===== src/rtl/quad_pkg.sv =====
// Shared phase encodings, direction constants and transition helpers for the
// quadrature direction decoder.
package quad_pkg;

    localparam logic [1:0] PH_00 = 2'b00;
    localparam logic [1:0] PH_10 = 2'b10;
    localparam logic [1:0] PH_11 = 2'b11;
    localparam logic [1:0] PH_01 = 2'b01;

    localparam logic DIR_UP = 1'b1;
    localparam logic DIR_DN = 1'b0;

    typedef enum logic [1:0] {
        TR_NONE,
        TR_UP,
        TR_DN,
        TR_ILLEGAL
    } trans_e;

    // Up direction is the Gray walk in which A leads B.
    function automatic logic [1:0] next_up(input logic [1:0] ph);
        logic [1:0] nxt;
        case (ph)
            PH_00:   nxt = PH_10;
            PH_10:   nxt = PH_11;
            PH_11:   nxt = PH_01;
            default: nxt = PH_00;
        endcase
        return nxt;
    endfunction

    function automatic trans_e classify(input logic [1:0] prev_ph,
                                        input logic [1:0] cur_ph);
        trans_e tr;
        if (cur_ph == prev_ph)
            tr = TR_NONE;
        else if (cur_ph == next_up(prev_ph))
            tr = TR_UP;
        else if (prev_ph == next_up(cur_ph))
            tr = TR_DN;
        else
            tr = TR_ILLEGAL;
        return tr;
    endfunction

endpackage


===== src/rtl/sync_2ff.sv =====
// Single-bit multi-flop synchronizer for an asynchronous input; the depth is
// a parameter and must be at least 2.
module sync_2ff #(
    parameter int STAGES = 2
) (
    input  logic clk,
    input  logic rst_n,
    input  logic d,
    output logic q
);

    logic [STAGES-1:0] chain;

    always_ff @(posedge clk or negedge rst_n) begin
        if (!rst_n)
            chain <= '0;
        else
            chain <= {chain[STAGES-2:0], d};
    end

    assign q = chain[STAGES-1];

endmodule


===== src/rtl/quad_dir_decoder.sv =====
// 4x quadrature decoder: synchronizes A/B, classifies each phase change and
// maintains a registered up/down position count with direction and status pulses.
module quad_dir_decoder
    import quad_pkg::*;
#(
    parameter int WIDTH       = 8,
    parameter int SYNC_STAGES = 2
) (
    input  logic             clk,
    input  logic             rst_n,
    input  logic             a_in,
    input  logic             b_in,
    input  logic             en,
    input  logic             clr,
    output logic [WIDTH-1:0] count,
    output logic             dir,
    output logic             step,
    output logic             err,
    output logic             err_sticky,
    output logic             wrap
);

    logic       a_sync;
    logic       b_sync;
    logic [1:0] cur_ph;
    logic [1:0] prev_ph;
    trans_e     tr;

    sync_2ff #(.STAGES(SYNC_STAGES)) u_sync_a (
        .clk   (clk),
        .rst_n (rst_n),
        .d     (a_in),
        .q     (a_sync)
    );

    sync_2ff #(.STAGES(SYNC_STAGES)) u_sync_b (
        .clk   (clk),
        .rst_n (rst_n),
        .d     (b_in),
        .q     (b_sync)
    );

    assign cur_ph = {a_sync, b_sync};
    assign tr     = classify(prev_ph, cur_ph);

    // The previous phase always follows the synchronized inputs, even when
    // disabled or illegal, so re-enabling never produces a phantom step.
    always_ff @(posedge clk or negedge rst_n) begin
        if (!rst_n) begin
            prev_ph    <= PH_00;
            count      <= '0;
            dir        <= DIR_UP;
            step       <= 1'b0;
            err        <= 1'b0;
            err_sticky <= 1'b0;
            wrap       <= 1'b0;
        end else begin
            prev_ph <= cur_ph;
            step    <= 1'b0;
            err     <= 1'b0;
            wrap    <= 1'b0;

            case (tr)
                TR_UP: begin
                    dir <= DIR_UP;
                    if (en && !clr) begin
                        count <= count + WIDTH'(1);
                        step  <= 1'b1;
                        wrap  <= (count == '1);
                    end
                end
                TR_DN: begin
                    dir <= DIR_DN;
                    if (en && !clr) begin
                        count <= count - WIDTH'(1);
                        step  <= 1'b1;
                        wrap  <= (count == '0);
                    end
                end
                TR_ILLEGAL: begin
                    err        <= 1'b1;
                    err_sticky <= 1'b1;
                end
                default: ;
            endcase

            // Clear overrides the count and sticky flag but leaves err and dir alone.
            if (clr) begin
                count      <= '0;
                err_sticky <= 1'b0;
            end
        end
    end

endmodule


===== config.mk =====
export PLATFORM = sky130hd
export DESIGN_NAME = quad_dir_decoder
export DESIGN_NICKNAME = d
export VERILOG_FILES = /design/src/rtl/quad_pkg.sv /design/src/rtl/sync_2ff.sv /design/src/rtl/quad_dir_decoder.sv
export SDC_FILE = /design/constraint.sdc
export NUM_CORES = 1
export LEC_CHECK = 0
export CORE_UTILIZATION = 40
export DETAILED_ROUTE_END_ITERATION = 6
export HOLD_SLACK_MARGIN = 0.1
export SLEW_MARGIN = 5
export SYNTH_ARGS = -nofsm -noshare
export SYNTH_HDL_FRONTEND = slang
export SYNTH_SLANG_ARGS = --single-unit

===== constraint.sdc =====
create_clock -name clk -period 8 [get_ports clk]
set_input_delay 1.6 -clock clk [delete_from_list [all_inputs] [get_ports clk]]
set_output_delay 1.6 -clock clk [all_outputs]
set_load 0.01 [all_outputs]

==> results of run 1 <==
==> synthesized netlist by cell type (2+ instances only) <==
master   number
nor3_1        4
buf_6         2
nor2_1       11
dfrtp_1      18
xor2_1        4
nor2b_1       2
ha_1          8
a21oi_1       5
inv_1         4
o21a_1        3
o21ai_0       7
nor4_1        2
mux2i_1       5
a21o_1        2
nand2_1      11
and2b_2       4
==> final cells by class <==
| class | instances | area share, % |
|---|---|---|
| multi-input cells | 90 | 46.9 |
| flip-flops and latches | 19 | 34.4 |
| repair buffers | 18 | 13.0 |
| well taps | 31 | 2.80 |
| clock buffers | 4 | 1.89 |
| inverters | 4 | 1.08 |
==> critical path: cells and delay by family (launching register included) <==
kind / cells / cell delay (ns)
AO/OA/AOI/OAI: 4 / 1.09
adder cells (fa/ha/maj): 1 / 0.57
flip-flops: 1 / 0.45
multiplexers: 3 / 0.72
AND/OR/NAND/NOR: 1 / 0.31
==> per-layer routing <==
layer / GRT usage, % / up-vias / wire length [um]
met5: 0 / - / 0
met4: 1.05 / 0 / 0
met3: 3.69 / 0 / 99
met2: 30.4 / 25 / 1130
met1: 25.2 / 419 / 1210
li1: - / 450 / -
==> power by group through the flow <==
| stage | registers, uW | logic [uW] | clock network, uW |
|---|---|---|---|
| floorplan | 114 | 33.4 | 0 |
| global placement | 114 | 54.3 | 0 |
| detailed placement | 114 | 54.8 | 0 |
| CTS | 113 | 55.3 | 52.8 |
| global route | 114 | 61.3 | 55.8 |
| finish | 113 | 54.6 | 48.5 |
==> stage by stage <==
stage,hold WS (ns),area [um^2],power [uW]
2_1_floorplan,0.331,1190,148
3_3_place_gp,0.334,1360,168
3_5_place_dp,0.335,1360,169
4_1_cts,0.360,1390,221
5_1_grt,0.377,1390,231
6_report,0.356,1390,216
==> flip-flops by register name, indices dropped and copies added (netlist names) <==
signal          flops
u_sync_a.chain      2
prev_ph             2
u_sync_b.chain      2
err                 1
err_sticky          1
dir                 1
step                1
wrap                1
count               8
==> final timing paths <==
path / start / to / slack (ns) / depth (start not counted)
max in group asynchronous: rst_n / count[6] / 5.70 / 1
hold / removal: u_sync_b.chain[0] / u_sync_b.chain[1] / 0.36 / 0
hold reg to reg: u_sync_b.chain[0] / u_sync_b.chain[1] / 0.36 / 0
setup reg to reg: u_sync_a.chain[1] / count[7] / 4.78 / 9
setup / recovery: u_sync_a.chain[1] / count[7] / 4.78 / 9
min in group asynchronous: rst_n / step / 1.77 / 1
==> logic make-up (layout without fill, tap and decap cells) <==
| logic type | count (synthesis) | after routing | synth area share [%] |
|---|---|---|---|
| AOI/OAI and AO/OA | 27 | 27 | 16.3 |
| xor gates and xnor gates | 5 | 5 | 3.69 |
| adders and majority gates | 8 | 8 | 8.44 |
| buffers and inverters | 8 | 26 | 4.96 |
| DFF | 19 | 19 | 40.2 |
| muxes | 7 | 7 | 6.12 |
| and+or+nand+nor | 43 | 43 | 20.3 |
==> metrics.log, run 1 <==
INFO  metric critical_path.most_common_cell = mux2i_1
INFO  metric static_leak = 0.000629 uW
INFO  metric final_cycle_share = 40.3%
INFO  metric wire_per_inst = 14.7 um
INFO  metric shortest_period_the_worst_path_allows = ~3.2 ns
INFO  metric synth-edff-count = 0
INFO  metric floorplan.core_area = 2780 um^2
INFO  metric synth_flop_cell = dfrtp_1
INFO  metric totalWireLength = 2440 um
INFO  metric cp.arrival = 3.42 ns
INFO  metric via_count_of_the_first_global_routing_pass = 963
INFO  metric pre_cts_slack = 4.78 ns
INFO  metric floorplan.io_pins = 19
INFO  metric placedCellCount = approximately 160
INFO  metric worstPathRequired = 8.19 ns
INFO  metric synth.cell_area = 1190 um^2
INFO  metric min-delay-path-class = reg2reg
INFO  metric nFillCells = between 200 and 300
INFO  metric tritoncts_clock_tree = built
INFO  metric critical_path.endpoint_type = flip-flop
INFO  metric cts-root-to-sink-buffers = 2
INFO  metric dr_total_vias = 894
INFO  metric die-area = 3190 um^2
INFO  metric dieHeight = 56.5 um
INFO  metric cts_repair_resize_count = 0
INFO  metric synth_warnings = 0
INFO  metric register_area = approximately 480 um^2
INFO  metric cts_buffers = 3
INFO  metric grt_max_degree = 20
INFO  metric worst_setup_hold_path_clk_slew = 0.11 ns
INFO  metric post_synth_top_area_share = 38.0%
INFO  metric gr-total-overflow = 0
INFO  metric crit_fanout = 17
INFO  metric diodes = 0
INFO  metric cpPeakStageDelay = 0.57 ns
INFO  metric fin_worst_skew = 0.00810 ns
INFO  metric share_clk_of_total_power = 22.5%
INFO  metric final_cell_count_no_fill = 166
INFO  metric slew_headroom = 43.6%
INFO  metric drive_above_1_share = 11.1%
INFO  metric antenna_violating_nets_post_route = 0
INFO  metric postSynthNetCount = 131
INFO  metric globalplace.congestion = 0.812
INFO  metric synth.ff_latch_count = 19
INFO  metric netlist_cell_types = 41
INFO  metric internal_power = about 150 uW
INFO  metric worst_max_slew_pin_slew = 0.843 ns
INFO  metric tritoncts_num_sinks = 19
INFO  metric seq_power_share = 52.2%
INFO  metric syn-instance-count = 117
INFO  metric detailedPlacementHpwl = 1780 um
INFO  metric postSynth.asyncResetShare = 100%
INFO  metric p_sw = 64.9 uW
INFO  metric cp_max_stage_cell = ha_1
INFO  metric syn2layout_area_growth = 17.0%
INFO  metric buffer_ports.inserted = 18
INFO  metric route.detailed.vias_per_inst = roughly 5.4
INFO  metric grt_pass1_wl = 4560 um
INFO  metric critical_path.startpoint_type = flip-flop
INFO  metric kind_of_critical_path = reg2reg
INFO  metric clk_latency = 0.30 ns
INFO  metric yosysSeqAreaShare = 40.2%
INFO  metric die_w = roughly 56 um
INFO  metric cts_root_buf = clkbuf_4
INFO  metric drcViolationCount = 0
INFO  metric htreeDepth = 1
INFO  metric cells_taking_the_most_area_after_synthesis = dfrtp_1 38%, ha_1 8.4%, mux2i_1 4.2%, nand2_1 3.5%, nor2_1 3.5%
INFO  metric most-common-layout-cells = 18 x dfrtp_1, 18 x clkdlybuf4s50_1, 11 x nand2_1, 11 x nor2_1, 8 x ha_1
INFO  metric num-nets-final = 150
INFO  metric run_status = complete, no violations
INFO  metric grt_setup_unrepaired = false
INFO  metric sw_frac_of_total = a little under a third
INFO  metric max_cap_violations = 0
INFO  metric report.final.hold_viol_count = 0
INFO  metric post_synth.cell_area_avg = ~10 um^2
INFO  metric finalWorstSetupSlack = 4.78 ns
INFO  metric netlist.top_cell.by_area = dfrtp_1
INFO  metric grt_antenna_before_repair = 0
INFO  metric cts_setup_buffers = 0
INFO  metric grt.total_usage = 18.1%
INFO  metric drt_pass1_iterations = 4
INFO  metric placementRows = 19
INFO  metric max_clock_freq = 310 MHz
INFO  metric initial_standard_cell_utilization_of_the_core = 42.6%
INFO  metric critical_path.cell_chain = mux2i_1 -> o21ai_0 -> ha_1 -> and2b_2 -> a22oi_1 -> a21oi_1 -> a2111oi_2 -> mux2i_1 -> mux2_1
INFO  metric power.share.combinational = 25.3%
INFO  metric setup_viol = 0
INFO  metric dr.first_iter.drc_count = 13
INFO  metric multi_input_area = ~650 um^2
INFO  metric ctsHoldBuffers = 0
INFO  metric maxSlewViolCount = 0
INFO  metric postLayoutCoreUtil = 49.9%
INFO  metric peakVddDrop = 0.103 mV
INFO  metric tns = 0 ns
INFO  metric power_per_cell_area = between 150 and 200 nW/um^2
Note: power is estimated with default switching activity, not from simulation.
==> run 2, diff against run 1 <==
Clock period 8 ns to 3.2 ns, I/O delays scaled along.
==> run 2 against run 1 <==
Compared with the run above: sequential share of layout area decreased by 0.52 points; critical path depth stayed put; clock skew is 0.0066 ns lower; combinational power rose to 2.6 times the previous value; worst setup slack got worse by 4.5 ns; fmax grew 12%; critical endpoint unchanged; largest power group unchanged; highest routed layer is now met4.
==> metrics.log, run 2 (synthesis gave the netlist of run 1 again) <==
INFO  metric run_status = complete, no violations
INFO  metric critical_path.endpoint_type = flip-flop
INFO  metric final_standard_cell_area_without_fillers = 1410 um^2 (+1.5%)
INFO  metric timing.rr.end = count[7]
INFO  metric setup_viol = 0 (unchanged)
INFO  metric floorplan.io_pins = 19 (unchanged)
INFO  metric htreeDepth = 1 (unchanged)
INFO  metric num-nets-final = 151 (+0.67%)
INFO  metric cts_root_buf = clkbuf_4
INFO  metric final_cycle_share = 90.2% (+50 points)
INFO  metric cp.arrival = 3.08 ns (-0.34 ns)
INFO  metric max_clock_freq = 346 MHz (+12%)
INFO  metric route.detailed.vias_per_inst = 5.46 (+1.4%)
INFO  metric worst_max_slew_pin_slew = 0.828 ns (-0.0145 ns)
INFO  metric grt.total_usage = 16.7% (-1.4 points)
INFO  metric seq_power_share = 51.8% (-0.4 points)
INFO  metric grt_setup_unrepaired = false
INFO  metric p_sw = 164 uW (+150%)
INFO  metric antenna_violating_nets_post_route = 0 (unchanged)
INFO  metric regMostFlops = count
INFO  metric critical_path.most_common_cell = mux2i_1
INFO  metric static_leak = 0.000636 uW (+1.1%)
INFO  metric diodes = 0 (unchanged)
INFO  metric fin_worst_skew = 0.00153 ns (-0.00657 ns)
INFO  metric cpPeakStageDelay = 0.46 ns (-0.11 ns)
INFO  metric wire_per_inst = 14.1 um (-4.1%)
INFO  metric grt_antenna_before_repair = 0 (unchanged)
INFO  metric kind_of_critical_path = reg2reg
INFO  metric ctsHoldBuffers = 0 (unchanged)
INFO  metric dr_total_vias = 912 (+2.0%)
INFO  metric crit_fanout = 17 (unchanged)
INFO  metric dpl-instance-area = 1370 um^2 (+0.55%)
INFO  metric most-common-layout-cells = 18 x dfrtp_1, 18 x clkdlybuf4s50_1, 11 x nand2_1, 11 x nor2_1
INFO  metric totalWireLength = 2360 um (-3.5%)
INFO  metric cp-endpoint = count[7]
INFO  metric reg2reg_from = u_sync_a.chain[1]
INFO  metric power_per_cell_area = 385 nW/um^2 (+150%)
INFO  metric max_cap_violations = 0 (unchanged)
INFO  metric min-delay-path-class = reg2reg
INFO  metric buffer_ports.inserted = 18 (unchanged)
INFO  metric die_w = 56.5 um (unchanged)
INFO  metric drcViolationCount = 0 (unchanged)
INFO  metric timing.critical_path.from = u_sync_a.chain[1]
INFO  metric via_count_of_the_first_global_routing_pass = 915 (-5.0%)
INFO  metric cts_repair_resize_count = 0 (unchanged)
INFO  metric share_clk_of_total_power = 22.0% (-0.5 points)
INFO  metric critical_path.startpoint_type = flip-flop
INFO  metric grt_pass1_wl = 4150 um (-8.9%)
INFO  metric drt_pass1_iterations = 4 (unchanged)
INFO  metric slew_headroom = 44.6% (+0.97 points)
INFO  metric r2r_slack = 0.31 ns (-4.46 ns)
INFO  metric cts-root-to-sink-buffers = 2 (unchanged)
INFO  metric die-area = 3190 um^2 (unchanged)
INFO  metric worst_r2r_path_depth = 9 (unchanged)
INFO  metric dieHeight = 56.5 um (unchanged)
INFO  metric worstPathRequired = 3.39 ns (-4.80 ns)
INFO  metric cts_buffers = 3 (unchanged)
INFO  metric critical_path.cell_chain = mux2i_1 -> o21ai_0 -> ha_4 -> and2b_2 -> a22oi_1 -> a21oi_1 -> a2111oi_2 -> mux2i_1 -> mux2_1
INFO  metric peakVddDrop = 0.299 mV (+190%)
INFO  metric power.share.combinational = 26.2% (+0.9 points)
INFO  metric floorplan.core_area = 2780 um^2 (unchanged)
INFO  metric shortest_period_the_worst_path_allows = 2.89 ns (-0.336 ns)
INFO  metric largest_register_ffs = 8 (unchanged)
INFO  metric report.final.hold_viol_count = 0 (unchanged)
INFO  metric drive_above_1_share = 13.2% (+2.1 points)
INFO  metric internal_power = 378 uW (+150%)
INFO  metric tritoncts_num_sinks = 19 (unchanged)
INFO  metric syn2layout_area_growth = 18.8%
INFO  metric detailedPlacementHpwl = 1710 um (-3.9%)
INFO  metric tritoncts_clock_tree = built
INFO  metric placementRows = 19 (unchanged)
INFO  metric cp_max_stage_cell = dfrtp_1
INFO  metric globalplace.congestion = 0.895 (+10%)
INFO  metric cts_setup_buffers = 0 (unchanged)
INFO  metric sw_frac_of_total = 30.2% (+0.11 points)
INFO  metric tns = 0 ns (unchanged)
INFO  metric maxSlewViolCount = 0 (unchanged)
INFO  metric clk_latency = 0.29 ns (about the same)
INFO  metric grt_max_degree = 20 (unchanged)
INFO  metric initial_standard_cell_utilization_of_the_core = 42.6% (unchanged)
INFO  metric gr-total-overflow = 0 (unchanged)
INFO  metric worst_setup_hold_path_clk_slew = 0.10 ns (about the same)
INFO  metric dr.first_iter.drc_count = 28 (+15)
[run 2: changes by cell type in the layout (fill, tap and decap cells not counted), sizes merged]
cell    delta
clkbuf     -1
buf        +1
clkinv     +1
[run 2: per-layer routing]
layer  vias up  global-route usage [%]  routed length (um)
met5         -                       0                   0
met4         0                    4.53                  48
met3         6                    6.45                 166
met2        39                    26.4                1020
met1       411                    21.3                1120
li1        456                       -                   -
[run 2: area by class of cell]
type,instances,area [um^2]
Clock buffer,3,22.5
Clock inverter,1,5.00
Fill cell,261,1370
Inverter,4,15.0
Multi-Input combinational cell,90,663
Sequential cell,19,477
Tap cell,31,38.8
Timing Repair Buffer,19,188
[run 2: how the worst min path moves through the flow]
stage / start / end / depth (start not counted)
after floorplan: u_sync_a.chain[0] / u_sync_a.chain[1] / 0
after global placement: u_sync_a.chain[0] / u_sync_a.chain[1] / 0
after detailed placement: u_sync_b.chain[0] / u_sync_b.chain[1] / 0
after CTS: u_sync_b.chain[0] / u_sync_b.chain[1] / 0
after global routing: u_sync_b.chain[0] / u_sync_b.chain[1] / 0
final: u_sync_b.chain[0] / u_sync_b.chain[1] / 0
[run 2: per-stage QoR]
step | utilization [%] | total power, uW | setup slack (ns) | instances | hold slack [ns]
after floorplan | - | 369 | 0.450 | 117 | 0.331
after detailed placement | 49.2 | 423 | 0.136 | 163 | 0.340
after CTS | 50.2 | 547 | 0.107 | 167 | 0.366
after global placement | 49.2 | 422 | 0.255 | 163 | 0.334
final | 50.7 | 542 | 0.313 | 167 | 0.362
after global routing | 50.7 | 579 | 0.0747 | 167 | 0.380
[run 2: critical path, delay by kind of cell, from the launching register on]
| kind | cells | cell delay, ns |
|---|---|---|
| mux | 3 | 0.74 |
| compound gates | 4 | 1.02 |
| fa+ha+maj | 1 | 0.30 |
| flops | 1 | 0.46 |
| simple gates | 1 | 0.26 |
[run 2: power groups by stage]
stage                     Sequential (uW)  Clock (uW)  Combinational (uW)
after floorplan                       286           0                83.6
after global placement                284           0                 138
after detailed placement              285           0                 138
after CTS                             281         125                 141
after global routing                  285         137                 158
final                                 281         119                 142
==> run 3, diff against run 2 <==
Settings changed: ABC_AREA set to 1, MAX_ROUTING_LAYER set to met4.
==> run 3 against run 2 <==
Compared with the run above: the run now ends with DRC left; non-clock buffer count shrank 1; clock skew rose by 0.0040 ns; die area is 1.5% higher; critical endpoint is now count[4]; clock power is 13% higher; first-iteration DRC count decreased by 21%; critical path type unchanged; final area rose by 2.4%; combinational power is 70% higher.
==> metrics.log, run 3 <==
INFO  metric run_status = finished, violations left
INFO  metric failed_checks = DRC
INFO  metric fin_worst_skew = 0.00552 ns (+0.00399 ns)
INFO  metric sw_frac_of_total = 37.2% (+7.0 points)
INFO  metric regMostFlops = count
INFO  metric route.detailed.vias_per_inst = 4.89 (-11%)
INFO  metric synth_flop_cell = dfrtp_1
INFO  metric die-area = 3240 um^2 (+1.5%)
INFO  metric max_clock_freq = 382 MHz (+10%)
INFO  metric drive_above_1_share = 20.4% (+7.1 points)
INFO  metric htreeDepth = 1 (unchanged)
INFO  metric synth-edff-count = 0 (unchanged)
INFO  metric cp.arrival = 2.84 ns (-0.24 ns)
INFO  metric worst_setup_hold_path_clk_slew = 0.12 ns (+0.02 ns)
INFO  metric floorplan.io_pins = 19 (unchanged)
INFO  metric placementRows = 19 (unchanged)
INFO  metric power.share.combinational = 36.0% (+9.8 points)
INFO  metric grt.total_usage = 17.3% (+0.57 points)
INFO  metric dr.first_iter.drc_count = 22 (-21%)
INFO  metric min-delay-path-class = reg2reg
INFO  metric yosysSeqAreaShare = 39.6% (-0.63 points)
INFO  metric clk_latency = 0.32 ns (+0.03 ns)
INFO  metric dr_total_vias = 943 (+3.4%)
INFO  metric grt_setup_unrepaired = false
INFO  metric totalWireLength = 2340 um (-0.81%)
INFO  metric yosys.cell_count.top_type = nand2_1
INFO  metric max_cap_violations = 0 (unchanged)
INFO  metric critical_path.cell_chain = xnor2_1 -> or2_2 -> nand2_1 -> ha_1 -> ha_1 -> inv_1 -> o21bai_2 -> o21bai_2 -> xnor2_1 -> nand2_1 -> nand2_1
INFO  metric tns = 0 ns (unchanged)
INFO  metric drt_pass1_iterations = 6 (+2)
INFO  metric ctsHoldBuffers = 0 (unchanged)
INFO  metric post_synth_top_area_share = 37.4% (-0.59 points)
INFO  metric crit_fanout = 11 (-6)
INFO  metric postSynthNetCount = 155 (+18%)
INFO  metric power_per_cell_area = 465 nW/um^2 (+21%)
INFO  metric buffer_ports.inserted = 18 (unchanged)
INFO  metric largest_register_ffs = 8 (unchanged)
INFO  metric synth.cells.most_frequent = 32 x nand2_1, 18 x dfrtp_1, 17 x inv_1
INFO  metric netlist_cell_types = 30 (-27%)
INFO  metric most-common-layout-cells = 32 x nand2_1, 18 x dfrtp_1, 18 x clkdlybuf4s50_1
INFO  metric drcViolationCount = 3 (+3)
INFO  metric register_area = 477 um^2 (unchanged)
INFO  metric grt_max_degree = 20 (unchanged)
INFO  metric via_count_of_the_first_global_routing_pass = 912 (-0.33%)
INFO  metric worstPathRequired = 3.43 ns (+0.04 ns)
INFO  metric slew_headroom = 43.8% (-0.81 points)
INFO  metric syn2layout_area_growth = 19.7%
INFO  metric critical_path.startpoint_type = flip-flop
INFO  metric die_w = 56.9 um (+0.76%)
INFO  metric final_cycle_share = 81.8% (-8.4 points)
INFO  metric static_leak = 0.000696 uW (+9.4%)
INFO  metric cts_repair_resize_count = 0 (unchanged)
INFO  metric post_synth.cell_area_avg = 8.55 um^2 (-16%)
INFO  metric nFillCells = 269 (+3.1%)
INFO  metric initial_standard_cell_utilization_of_the_core = 43.0% (+0.31 points)
INFO  metric cp_max_stage_cell = ha_1
INFO  metric synth.cell_area = 1200 um^2 (+1.6%)
INFO  metric maxSlewViolCount = 0 (unchanged)
INFO  metric wire_per_inst = 12.1 um (-14%)
INFO  metric synth.ff_latch_count = 19 (unchanged)
INFO  metric setup_viol = 0 (unchanged)
INFO  metric share_clk_of_total_power = 20.1% (-1.9 points)
INFO  metric kind_of_critical_path = reg2reg
INFO  metric final_common_cell = nand2_1
INFO  metric tritoncts_num_sinks = 19 (unchanged)
INFO  metric shortest_period_the_worst_path_allows = 2.62 ns (-0.270 ns)
INFO  metric cells_taking_the_most_area_after_synthesis = dfrtp_1 37%, nand2_1 10%, ha_1 8.3%, inv_1 5.3%, nor2_4 3.7%
INFO  metric syn-instance-count = 141 (+21%)
INFO  metric critical_path.most_common_cell = nand2_1
INFO  metric diodes = 0 (unchanged)
INFO  metric num-nets-final = 177 (+17%)
INFO  metric cpPeakStageDelay = 0.47 ns (about the same)
INFO  metric antenna_violating_nets_post_route = 0 (unchanged)
INFO  metric cts-root-to-sink-buffers = 2 (unchanged)
INFO  metric synth_warnings = 0 (unchanged)
INFO  metric multi_input_area = 634 um^2 (-4.3%)
INFO  metric cts_buffers = 3 (unchanged)
INFO  metric postSynth.asyncResetShare = 100% (unchanged)
INFO  metric grt_antenna_before_repair = 0 (unchanged)
INFO  metric netlist.top_cell.by_area = dfrtp_1
INFO  metric critical_path.endpoint_type = flip-flop
INFO  metric report.final.hold_viol_count = 0 (unchanged)
INFO  metric seq_power_share = 44.0% (-7.8 points)
INFO  metric detailedPlacementHpwl = 1780 um (+4.3%)
INFO  metric globalplace.congestion = 0.797 (-11%)
INFO  metric cts_root_buf = clkbuf_4
INFO  metric internal_power = 421 uW (+11%)
INFO  metric cts_setup_buffers = 0 (unchanged)
INFO  metric dieHeight = 56.9 um (+0.76%)
INFO  metric dpl-instance-area = 1410 um^2 (+3.2%)
INFO  metric p_sw = 249 uW (+52%)
INFO  metric tritoncts_clock_tree = built
INFO  metric grt_pass1_wl = 4130 um (-0.48%)
INFO  metric gr-total-overflow = 0 (unchanged)
INFO  metric floorplan.core_area = 2810 um^2 (+0.85%)
INFO  metric final_standard_cell_area_without_fillers = 1440 um^2 (+2.4%)
INFO  metric peakVddDrop = 0.216 mV (-28%)
INFO  metric worst_max_slew_pin_slew = 0.840 ns (+0.0121 ns)
==> run 3: cell count changes after synthesis, sizes merged, moves of 3 or more <==
cell	previous run	this run
o21a	3	0
xor2	4	1
mux2i	5	0
and2b	5	0
nand4	1	4
nand3	0	8
o21bai	0	3
inv	4	22
xnor2	1	4
nand2	11	41
==> run 3: layout make-up <==
type / count / area share, %
Multi-Input combinational cell: 99 / 44.0
Timing Repair Buffer: 18 / 12.5
Inverter: 22 / 5.72
Sequential cell: 19 / 33.0
Clock inverter: 1 / 0.520
Tap cell: 31 / 2.69
Clock buffer: 3 / 1.56
==> run 3: path summary, 6_finish.rpt <==
kind / start / to / slack, ns / depth (start not counted)
max: u_sync_b.chain[1] / count[4] / 0.58 / 11
max in group asynchronous: rst_n / prev_ph[1] / 1.89 / 1
max reg2reg: u_sync_b.chain[1] / count[4] / 0.58 / 11
min: u_sync_a.chain[0] / u_sync_a.chain[1] / 0.37 / 0
min reg2reg: u_sync_a.chain[0] / u_sync_a.chain[1] / 0.37 / 0
min in group asynchronous: rst_n / count[2] / 0.79 / 1
==> run 3: metrics by stage <==
stage / setup slack (ns) / instances / utilization [%] / power [uW] / hold slack, ns
finish: 0.583 / 193 / 51.4 / 670 / 0.373
global route: 0.394 / 193 / 51.4 / 721 / 0.384
CTS: 0.569 / 193 / 51.4 / 679 / 0.374
detailed placement: 0.592 / 189 / 50.4 / 541 / 0.345
global placement: 0.666 / 189 / 50.4 / 541 / 0.333
floorplan: 0.950 / 141 / - / 457 / 0.331
==> run 3: cell families (layout without fill, tap and decap cells) <==
kind of cell               after synthesis  in the layout  synth area share (%)
AOI/OAI and AO/OA                       18             18                  9.87
buffers and inverters                   23             44                  7.79
and+or+nand+nor                         68             68                  30.8
adders and majority gates                8              8                  8.31
DFF                                     19             19                  39.6
xor gates and xnor gates                 5              5                  3.63
==> run 3: worst max-delay path: cells and delay by family, from the launching register on <==
kind | cells | cell delay (ns)
adders and majority gates | 2 | 0.85
and+or+nand+nor | 4 | 0.52
DFF | 1 | 0.43
AOI/OAI and AO/OA | 2 | 0.31
xor gates and xnor gates | 2 | 0.27
buffers and inverters | 1 | 0.16
==> run 3: routing by layer <==
metal  part of all wire, %  global-route usage (%)  vias up
li1                      -                       -      493
met1                    54                    24.2      422
met2                    41                    24.5       23
met3                   3.2                    2.76        5
met4                   2.6                    7.32        0
met5                     0                       -        -
==> run 3: power groups by stage <==
stage	Clock [uW]	Combinational (uW)	Sequential [uW]
after detailed placement	0	241	300
after floorplan	0	150	307
after CTS	140	243	295
after global routing	151	271	299
after global placement	0	241	300
final	134	241	295
